<file path="config.mk">
export PLATFORM = sky130hd
export DESIGN_NAME = pattern_pwm_mc
export DESIGN_NICKNAME = d
export VERILOG_FILES = /design/src/rtl/pattern_pwm_pkg.sv /design/src/rtl/pattern_pwm_ch.sv /design/src/rtl/pattern_pwm_mc.sv
export SDC_FILE = /design/constraint.sdc
export NUM_CORES = 1
export LEC_CHECK = 0
export ABC_AREA = 1
export CORE_MARGIN = 10
export CORE_UTILIZATION = 50
export CTS_CLUSTER_DIAMETER = 150
export DETAILED_ROUTE_END_ITERATION = 16
export HOLD_SLACK_MARGIN = 0.06
export PLACE_DENSITY_LB_ADDON = 0.15
export SETUP_SLACK_MARGIN = 0.1
export SYNTH_ARGS = -nofsm -noshare
export SYNTH_HDL_FRONTEND = slang
export SYNTH_SLANG_ARGS = --single-unit
</file>
<file path="constraint.sdc">
create_clock -name clk -period 1.77 [get_ports clk]
set_clock_uncertainty 0.2 [all_clocks]
set_input_delay 0.531 -clock clk [delete_from_list [all_inputs] [get_ports clk]]
set_output_delay 0.531 -clock clk [all_outputs]
set_load 0.02 [all_outputs]
</file>
<file path="src/rtl/pattern_pwm_pkg.sv">
// -----------------------------------------------------------------------------
// pattern_pwm_pkg
// Shared definitions for the multi-channel pattern PWM generator: the
// per-channel state encoding and the default parameter values used by the
// top level and the channel engine.
// -----------------------------------------------------------------------------
package pattern_pwm_pkg;

  // Channel state: IDLE holds the idle level, RUN serialises the pattern
  typedef enum logic {
    ST_IDLE = 1'b0,
    ST_RUN  = 1'b1
  } pwm_state_e;

  localparam int DEF_NUM_CH = 4;
  localparam int DEF_PAT_W  = 8;
  localparam int DEF_DUTY_W = 8;
  localparam int DEF_RPT_W  = 4;

endpackage : pattern_pwm_pkg

</file>
<file path="src/rtl/pattern_pwm_ch.sv">
// -----------------------------------------------------------------------------
// pattern_pwm_ch
// Single-channel pattern PWM engine. On an accepted start it latches the
// pattern and its playback settings, then shifts the pattern out one bit at
// a time, holding each bit for D+1 cycles and playing the whole pattern R+1
// times. The output is registered so that it changes exactly on clock edges.
//
// Ports:
//   clk          clock
//   rst_n        asynchronous active-low reset
//   start_i      start request (level-sampled, ignored while running)
//   abort_i      synchronous abort, highest priority
//   pat_i        pattern to play
//   duty_num_i   per-bit hold count D (bit lasts D+1 cycles)
//   rpt_num_i    repeat count R (pattern plays R+1 times)
//   msb_first_i  1: send bit PAT_W-1 first, 0: send bit 0 first
//   idle_lvl_i   output level while idle
//   pwm_out_o    registered serial output
//   busy_o       channel is playing a pattern
//   done_o       one-cycle pulse on normal completion
// -----------------------------------------------------------------------------
module pattern_pwm_ch
  import pattern_pwm_pkg::*;
#(
  parameter int PAT_W  = DEF_PAT_W,
  parameter int DUTY_W = DEF_DUTY_W,
  parameter int RPT_W  = DEF_RPT_W
) (
  input  logic              clk,
  input  logic              rst_n,
  input  logic              start_i,
  input  logic              abort_i,
  input  logic [PAT_W-1:0]  pat_i,
  input  logic [DUTY_W-1:0] duty_num_i,
  input  logic [RPT_W-1:0]  rpt_num_i,
  input  logic              msb_first_i,
  input  logic              idle_lvl_i,
  output logic              pwm_out_o,
  output logic              busy_o,
  output logic              done_o
);

  localparam int BIT_W = $clog2(PAT_W);
  localparam logic [BIT_W-1:0] LAST_BIT = BIT_W'(PAT_W - 1);

  pwm_state_e        state_q, state_d;
  logic [PAT_W-1:0]  pat_q, pat_d;
  logic [DUTY_W-1:0] duty_q, duty_d;
  logic [RPT_W-1:0]  rpt_q, rpt_d;
  logic              msb_q, msb_d;
  logic              idle_q, idle_d;
  logic [DUTY_W-1:0] duty_cnt_q, duty_cnt_d;
  logic [BIT_W-1:0]  bit_cnt_q, bit_cnt_d;
  logic [RPT_W-1:0]  rpt_cnt_q, rpt_cnt_d;
  logic              pwm_q, pwm_d;
  logic              done_q, done_d;

  // Picks the pattern bit for a given position in the shift sequence,
  // mirroring the position when the pattern is sent MSB first.
  function automatic logic sel_bit(input logic [PAT_W-1:0] p,
                                   input logic [BIT_W-1:0] cnt,
                                   input logic             msb);
    logic [BIT_W-1:0] idx;
    idx = msb ? (LAST_BIT - cnt) : cnt;
    return p[idx];
  endfunction

  // State, latched settings, counters and the output register
  always_ff @(posedge clk or negedge rst_n) begin
    if (!rst_n) begin
      state_q    <= ST_IDLE;
      pat_q      <= '0;
      duty_q     <= '0;
      rpt_q      <= '0;
      msb_q      <= 1'b0;
      idle_q     <= 1'b0;
      duty_cnt_q <= '0;
      bit_cnt_q  <= '0;
      rpt_cnt_q  <= '0;
      pwm_q      <= 1'b0;
      done_q     <= 1'b0;
    end else begin
      state_q    <= state_d;
      pat_q      <= pat_d;
      duty_q     <= duty_d;
      rpt_q      <= rpt_d;
      msb_q      <= msb_d;
      idle_q     <= idle_d;
      duty_cnt_q <= duty_cnt_d;
      bit_cnt_q  <= bit_cnt_d;
      rpt_cnt_q  <= rpt_cnt_d;
      pwm_q      <= pwm_d;
      done_q     <= done_d;
    end
  end

  // Next-state logic. The output bit is computed from the next counter
  // values so the registered output lines up with the counters it reflects.
  // The final bit period returns straight to IDLE, which makes the done
  // cycle an IDLE cycle in which a new start can already be accepted.
  always_comb begin
    state_d    = state_q;
    pat_d      = pat_q;
    duty_d     = duty_q;
    rpt_d      = rpt_q;
    msb_d      = msb_q;
    idle_d     = idle_q;
    duty_cnt_d = duty_cnt_q;
    bit_cnt_d  = bit_cnt_q;
    rpt_cnt_d  = rpt_cnt_q;
    pwm_d      = pwm_q;
    done_d     = 1'b0;

    case (state_q)
      ST_IDLE: begin
        pwm_d = idle_q;
        if (start_i && !abort_i) begin
          state_d    = ST_RUN;
          pat_d      = pat_i;
          duty_d     = duty_num_i;
          rpt_d      = rpt_num_i;
          msb_d      = msb_first_i;
          idle_d     = idle_lvl_i;
          duty_cnt_d = '0;
          bit_cnt_d  = '0;
          rpt_cnt_d  = '0;
          pwm_d      = sel_bit(pat_i, '0, msb_first_i);
        end
      end

      ST_RUN: begin
        if (abort_i) begin
          state_d    = ST_IDLE;
          duty_cnt_d = '0;
          bit_cnt_d  = '0;
          rpt_cnt_d  = '0;
          pwm_d      = idle_q;
        end else if (duty_cnt_q == duty_q) begin
          duty_cnt_d = '0;
          if (bit_cnt_q == LAST_BIT) begin
            bit_cnt_d = '0;
            if (rpt_cnt_q == rpt_q) begin
              state_d   = ST_IDLE;
              rpt_cnt_d = '0;
              done_d    = 1'b1;
              pwm_d     = idle_q;
            end else begin
              rpt_cnt_d = rpt_cnt_q + 1'b1;
              pwm_d     = sel_bit(pat_q, '0, msb_q);
            end
          end else begin
            bit_cnt_d = bit_cnt_q + 1'b1;
            pwm_d     = sel_bit(pat_q, bit_cnt_q + 1'b1, msb_q);
          end
        end else begin
          duty_cnt_d = duty_cnt_q + 1'b1;
        end
      end

      default: begin
        state_d = ST_IDLE;
      end
    endcase
  end

  assign pwm_out_o = pwm_q;
  assign busy_o    = (state_q == ST_RUN);
  assign done_o    = done_q;

endmodule : pattern_pwm_ch

</file>
<file path="src/rtl/pattern_pwm_mc.sv">
// -----------------------------------------------------------------------------
// pattern_pwm_mc
// Multi-channel pattern PWM generator. Instantiates NUM_CH independent
// channel engines and slices the packed configuration buses among them.
// Channel c uses pat[c*PAT_W +: PAT_W], duty_num[c*DUTY_W +: DUTY_W] and
// rpt_num[c*RPT_W +: RPT_W]; all single-bit buses are indexed by c.
//
// Ports:
//   clk, rst_n   clock and asynchronous active-low reset
//   start        per-channel start request
//   abort        per-channel synchronous abort
//   pat          packed patterns
//   duty_num     packed per-bit hold counts
//   rpt_num      packed repeat counts
//   msb_first    per-channel shift order
//   idle_lvl     per-channel idle output level
//   pwm_out      per-channel serial output
//   busy         per-channel playing flag
//   done         per-channel completion pulse
// -----------------------------------------------------------------------------
module pattern_pwm_mc
  import pattern_pwm_pkg::*;
#(
  parameter int NUM_CH = DEF_NUM_CH,
  parameter int PAT_W  = DEF_PAT_W,
  parameter int DUTY_W = DEF_DUTY_W,
  parameter int RPT_W  = DEF_RPT_W
) (
  input  logic                     clk,
  input  logic                     rst_n,
  input  logic [NUM_CH-1:0]        start,
  input  logic [NUM_CH-1:0]        abort,
  input  logic [NUM_CH*PAT_W-1:0]  pat,
  input  logic [NUM_CH*DUTY_W-1:0] duty_num,
  input  logic [NUM_CH*RPT_W-1:0]  rpt_num,
  input  logic [NUM_CH-1:0]        msb_first,
  input  logic [NUM_CH-1:0]        idle_lvl,
  output logic [NUM_CH-1:0]        pwm_out,
  output logic [NUM_CH-1:0]        busy,
  output logic [NUM_CH-1:0]        done
);

  for (genvar c = 0; c < NUM_CH; c++) begin : g_ch
    pattern_pwm_ch #(
      .PAT_W (PAT_W),
      .DUTY_W(DUTY_W),
      .RPT_W (RPT_W)
    ) u_ch (
      .clk        (clk),
      .rst_n      (rst_n),
      .start_i    (start[c]),
      .abort_i    (abort[c]),
      .pat_i      (pat[c*PAT_W +: PAT_W]),
      .duty_num_i (duty_num[c*DUTY_W +: DUTY_W]),
      .rpt_num_i  (rpt_num[c*RPT_W +: RPT_W]),
      .msb_first_i(msb_first[c]),
      .idle_lvl_i (idle_lvl[c]),
      .pwm_out_o  (pwm_out[c]),
      .busy_o     (busy[c]),
      .done_o     (done[c])
    );
  end

endmodule : pattern_pwm_mc

</file>
# Yosys cells after proc, flatten, opt, wreduce, memory -nomap -nowiden
# Index checks and enable logic that the tools add are counted.
[word_totals]
ff_bits = 160
in_bits = 98
output_inout_bits = 12
word_cells = 284
[op_classes]
add_sub_neg = 16
n_lt_le_gt_ge = 12
eq_ne = 24
mux = 164
bitwise_logic = 4
reduce_logical = 20
[ops]
columns = ["op", "n"]
rows = [
  ["8-bit 2-to-1 mux", 12],
  ["3-bit 2-to-1 mux", 28],
  ["4-bit 2-to-1 mux", 20],
  ["1-bit 2-to-1 mux", 72],
  ["8-bit one-hot mux with 2 select lines", 4],
  ["3-bit by 4-bit less-than comparator with 1-bit output (second input constant)", 12],
  ["1-bit binary-select mux with 3-bit select", 12],
  ["8-bit by 1-bit adder with 8-bit output (second input constant)", 4],
  ["8-bit == test", 4],
  ["4-bit one-hot mux with 2 select lines", 4],
  ["3-bit != test (second input constant)", 8],
  ["3-bit one-hot mux with 2 select lines", 4],
  ["4-bit by 1-bit adder with 4-bit output (second input constant)", 4],
  ["4-bit == test", 4],
  ["1-bit one-hot mux with 2 select lines", 8],
  ["2-bit AND reduction", 8],
  ["3-bit by 1-bit adder with 3-bit output (second input constant)", 4],
  ["3-bit == test (second input constant)", 4],
  ["3-bit AND reduction", 4],
  ["3-bit subtractor (first input constant)", 4],
  ["2-bit by 1-bit != test with 1-bit output (second input constant)", 4],
  ["1-bit logical AND", 4],
  ["1-bit zero test", 4],
  ["1-bit inverter", 4],
]

# Logic depth before layout (Yosys ltp)
[depth]
depth_word = 9
depth_mapped = 12
mapped_depth_nobuf = 11

# Cells and area by module
# A second synthesis with hierarchy kept.
[unflattened]
cells_unflattened = 932
area_unflattened_um2 = 8378.0
[modules_own_cells]
columns = ["module", "instances", "cells_each", "area_each_um2", "seq_area_each_um2"]
rows = [
  ["pattern_pwm_ch", 4, 233, 2094.5, 1001.0],
]

# Least setup slack after synthesis
# Ideal clock, no wire load.
[synth_path]
path_kind = "register -> register"
from = "register g_ch[3].u_ch.bit_cnt_q[0]"
to = "register g_ch[3].u_ch.pwm_q"
setup_ns = 0.121
arrival_ns = 1.419
t_required_ns = 1.449
path_slack_ns = 0.030
stages_incl_launch_ff = 10
n_path_buf = 0
synth_period_minus_slack_ns = 1.740
path_cell_list = "dfrtp_1 > ha_1 > ha_1 > xnor2_1 > nand3b_1 > nand3_1 > nand2_1 > nand2_1 > nand2_1 > a21oi_1"
[synth_between]
elab_chain_len = 9
[synth_rtl]
columns = ["item", "line", "source"]
rows = [
  ["start, declared", "pattern_pwm_ch.sv:53", "logic [BIT_W-1:0] bit_cnt_q, bit_cnt_d;"],
  ["start signal, assigned", "pattern_pwm_ch.sv:90", "bit_cnt_q <= bit_cnt_d;"],
  ["3-bit by 1-bit adder with 3-bit output", "pattern_pwm_ch.sv:153", "pwm_d = sel_bit(pat_q, bit_cnt_q + 1'b1, msb_q);"],
  ["3-bit subtractor", "pattern_pwm_ch.sv:64", "idx = msb ? (LAST_BIT - cnt) : cnt;"],
  ["3-bit 2-to-1 mux", "pattern_pwm_ch.sv:64", ""],
  ["1-bit binary-select mux with 3-bit select", "pattern_pwm_ch.sv:65", "return p[idx];"],
  ["1-bit 2-to-1 mux (implied by the code)", "pattern_pwm_ch.sv:65", ""],
  ["1-bit 2-to-1 mux (*)", "pattern_pwm_ch.sv:140", "if (bit_cnt_q == LAST_BIT) begin"],
  ["1-bit 2-to-1 mux (*)", "pattern_pwm_ch.sv:138", "end else if (duty_cnt_q == duty_q) begin"],
  ["1-bit 2-to-1 mux (*)", "pattern_pwm_ch.sv:132", "if (abort_i) begin"],
  ["1-bit one-hot mux with 2 select lines (*)", "pattern_pwm_ch.sv:114", "case (state_q)"],
  ["end signal, assigned", "pattern_pwm_ch.sv:92", "pwm_q <= pwm_d;"],
  ["end, declared", "pattern_pwm_ch.sv:55", "logic pwm_q, pwm_d;"],
]
# Every way passes the cells marked *; elsewhere a longest branch is shown, timed or not. The select of a mux whose other input is x is not followed.
# A chain may end at the register's enable or synchronous reset.

# Final worst setup path
[layout_path]
from = "input abort[3]"
to = "register g_ch[3].u_ch.rpt_cnt_q[1]"
[layout_between]
elab_chain_len = 4
[layout_rtl]
columns = ["item", "line", "source"]
rows = [
  ["start, declared", "pattern_pwm_mc.sv:32", "input logic [NUM_CH-1:0] abort,"],
  ["1-bit zero test", "pattern_pwm_ch.sv:117", "if (start_i && !abort_i) begin"],
  ["1-bit logical AND", "pattern_pwm_ch.sv:117", ""],
  ["2-bit by 1-bit != test with 1-bit output (no source line)", "-", ""],
  ["3-bit AND reduction (no source line)", "-", ""],
  ["end signal, assigned", "pattern_pwm_ch.sv:91", "rpt_cnt_q <= rpt_cnt_d;"],
  ["end, declared", "pattern_pwm_ch.sv:54", "logic [RPT_W-1:0] rpt_cnt_q, rpt_cnt_d;"],
]
# Several ways; a longest one is shown, not always the timed one.

==> impl_metrics.csv <==
group,metric,value,unit
final_layout,stdcell_count,1457,
setup_path,worstSetupStartpointType,"input pin",
timing,whs,0.272,ns
clock_network,clock_sinks,160,
place,place.detailed.hpwl,14200,um
clock_network,cts.path.max_buffers,2,
synthesis,ys_seq_area_share,48.2,%
setup_path,cp.required,1.87,ns
drt,vias,7224,
timing,setup_viol,4,
setup_path,rr_worst_depth,9,
synthesis,synth_cell_types,39,
setup_path,timing.critical_path.to,"g_ch[3].u_ch.rpt_cnt_q[1]",
final_layout,fin_nets,1339,
final_layout,fillCellCount,1260,
global_routing,grt_max_degree,33,
setup_path,worst_path_max_delay_cell,"clkdlybuf4s50_1",
setup_path,crit_type,"input pin to register",
clock_network,cts-root-buf,"clkbuf_16",
power_and_ir_drop,ir_drop,0.000778,V
global_routing,use_met2,30.7,%
place,place_area,10300,um^2
setup_path,max_stage_delay,0.44,ns
synthesis,synth_cells,999,
floorplanning,rows,47,
synthesis,ys_ff_latch,160,
run,maxCapViolCount,0,
run_status,status,"finished with violations",
synthesis,async_flop_share,100,%
drt,ant_nets,0,
clock_network,cts_tree,"built",
drt,dr.pass1.iters,5,
timing,max_slew_margin,79.1,%
final_layout,drive_gt1_share,25.6,%
timing,tightest_slew,0.314,ns
power_and_ir_drop,power_density,1390,nW/um^2
floorplanning,die_y,149,um
drt,routedWlPerCell,14.0,um
floorplanning,ios,110,
drt,drt_iter0_markers,329,
final_layout,antenna_cells,0,
clock_network,cts_made_buffers,17,
synthesis,synth_edf_count,0,
timing,period_minus_slack,1.81,ns
clock_network,clock_latency,0.42,ns
synthesis,netlist_area,8300,um^2
setup_path,worstSetupEndpointType,"register",
place,portBuffers,109,
run_status,violations,"setup timing",
global_routing,gr-total-overflow,0,
timing,finalMaxSlewViolations,0,
floorplanning,dieArea,22200,um^2
timing,period_share,102,%
synthesis,postSynthAreaPerCell,8.31,um^2
setup_path,worstPathArrival,1.91,ns
drt,avgViaCountPerCell,4.96,
synthesis,synth_fp_nets,1113,
timing,rsz0062_at_grt,"true",
setup_path,startpoint,"abort[3]",
timing,fmax,0.553,GHz
synthesis,ys_warn_count,0,
global_routing,grt_use_met1,22.8,%
final_layout,fin_util,71.4,%
floorplanning,initial_core_util,50.6,%
power_and_ir_drop,power,16300,uW
global_routing,use_met3,3.43,%
global_routing,antenna_found_initial,0,
timing,hold_violations,0,
place,gp_congestion,0.843,
setup_path,cpLargestDelayFamily,"buffers and inverters",
clock_network,htree_levels,4,
drt,postRouteWirelength,20500,um
final_layout,area_growth,41.0,%
setup_path,r2r_start,"g_ch[3].u_ch.busy_o",
setup_path,rrSetupSlack,-0.02,ns
setup_path,crit_chain,"clkdlybuf4s50_1, inv_1, nand2_1, nand2_1, nand2_4, nor2_4, buf_4, o21ai_0",
global_routing,grt_pass1_vias,7192,
power_and_ir_drop,leakagePower,0.00556,uW
floorplanning,die_w,149,um
setup_path,reg2reg_to,"g_ch[3].u_ch.rpt_cnt_q[1]",
global_routing,grt-busiest-layer,"met2",
synthesis,synthFlopType,"dfrtp_1",
hold_path,hp-class,"register to register",
global_routing,grt_pass1_wl,33400,um
drt,drc,0,
global_routing,gr-usage-all-layers,18.1,%
place,dp_cells,1385,
final_layout,final_cell_area,11700,um^2
setup_path,timing.critical_path.buf_inv,3,
clock_network,clkTransAtPathRegs,0.06,ns
floorplanning,core-area,16400,um^2
setup_path,crit_fanout,8,
timing,fin_ws,-0.0392,ns
setup_path,crit_cells,8,
setup_path,crit_path_frequent_cell,"nand2_1",
## where the power goes
part | internal [uW] | switching (uW) | total [uW]
clock | 2370 | 1460 | 3820
sequential | 4830 | 987 | 5810
combinational | 3270 | 3390 | 6660
## cell families after synthesis
| group | count (synthesis) | synth area share (%) |
|---|---|---|
| AO/OA/AOI/OAI | 120 | 7.91 |
| XOR/XNOR | 59 | 6.22 |
| adder cells (fa/ha/maj) | 16 | 2.41 |
| buffers and inverters | 138 | 6.89 |
| flip-flops | 160 | 48.2 |
| multiplexers | 16 | 2.15 |
| AND/OR/NAND/NOR | 490 | 26.2 |
## layer usage
metal	vias to the layer above	wire length, um
met4	0	323
met2	125	10300
met3	26	697
met1	3395	9120
li1	3678	-
met5	-	0
## timing repair
action	CTS	global route
resized for setup	104	100
pin swaps	27	33
hold endpoints to repair	20	0
buffers inserted	20	21
hold buffers	1	0
endpoints found under the setup margin	36	115
## sequential cells by signal (all words and copies together), names as in the netlist
signal and flops:
g_ch.u_ch.rpt_cnt_q 16, g_ch.u_ch.idle_q 4, g_ch.u_ch.pat_q 32, g_ch.u_ch.msb_q 4
g_ch.u_ch.duty_q 32, g_ch.u_ch.rpt_q 16, g_ch.u_ch.bit_cnt_q 12, g_ch.u_ch.pwm_out_o 4
g_ch.u_ch.done_o 4, g_ch.u_ch.duty_cnt_q 32, g_ch.u_ch.busy_o 4
## metrics by stage
stage          setup WS, ns  TNS (ns)
2_1_floorplan        0.0538         0
3_3_place_gp         -0.339    -34.36
3_5_place_dp         -0.426    -37.85
4_1_cts             0.00886         0
5_1_grt              -0.141     -1.07
6_report            -0.0392    -0.100
## layout make-up
type	instances	area (um^2)	share of cell area (%)
well taps	220	275	2.35
flip-flops and latches	160	4010	34.3
multi-input cells	701	4170	35.6
clock inverters	8	128	1.09
clock buffers	23	488	4.17
inverters	106	403	3.44
repair buffers	239	2230	19.1
## cells in the final DEF, fill, tap and decap left out, types with 4 or more instances in the layout
cell	n
a21oi_1	25
a21oi_2	7
buf_12	9
buf_4	113
buf_6	20
clkbuf_16	17
clkbuf_8	4
clkdlybuf4s50_1	92
dfrtp_1	152
dfrtp_2	8
ha_1	8
ha_4	8
inv_1	80
inv_2	25
mux2_2	15
nand2_1	289
nand2_2	21
nand2_4	6
nand3_1	68
nand3_2	5
nand3b_1	4
nand4_1	19
nor2_1	40
nor2_2	12
nor2_4	8
nor3_2	5
o21ai_0	45
o21ai_1	10
o21ai_2	4
o22ai_1	17
xnor2_1	20
xnor2_2	7
xor2_1	28
## how the worst min path moves through the flow
stage | from | slack (ns) | end | depth (start not counted)
2_1_floorplan | rst_n | 0.04 | g_ch[0].u_ch.bit_cnt_q[0] | 0
3_3_place_gp | rst_n | 0.24 | g_ch[2].u_ch.duty_q[0] | 1
3_5_place_dp | rst_n | 0.23 | g_ch[2].u_ch.duty_q[0] | 1
4_1_cts | g_ch[2].u_ch.pat_q[5] | 0.28 | g_ch[2].u_ch.pat_q[5] | 2
5_1_grt | g_ch[3].u_ch.pat_q[6] | 0.31 | g_ch[3].u_ch.pat_q[6] | 2
6_report | g_ch[3].u_ch.pat_q[6] | 0.27 | g_ch[3].u_ch.pat_q[6] | 2
## Yosys cell counts, types with 6 or more instances
cell      number  area share, %
a21oi_1       31            1.9
buf_2          7           0.42
buf_4         12            1.1
clkbuf_1      12           0.54
dfrtp_1      160             48
ha_1          16            2.4
inv_1        101            4.6
mux2_2        15            2.0
nand2_1      306             14
nand2_4        7           0.95
nand3_1       74            4.5
nand4_1       19            1.4
nor2_1        52            2.4
nor2_4         6           0.81
o21ai_0       58            3.5
o22ai_1       18            1.4
xnor2_1       28            3.0
xor2_1        31            3.3
## tightest hold or removal path, stage by stage (launching register included)
cell and delay (ns):
dfrtp_1 0.34, nand2_1 0.06, nand2_1 0.05
Power figures use the tool's default switching activity.
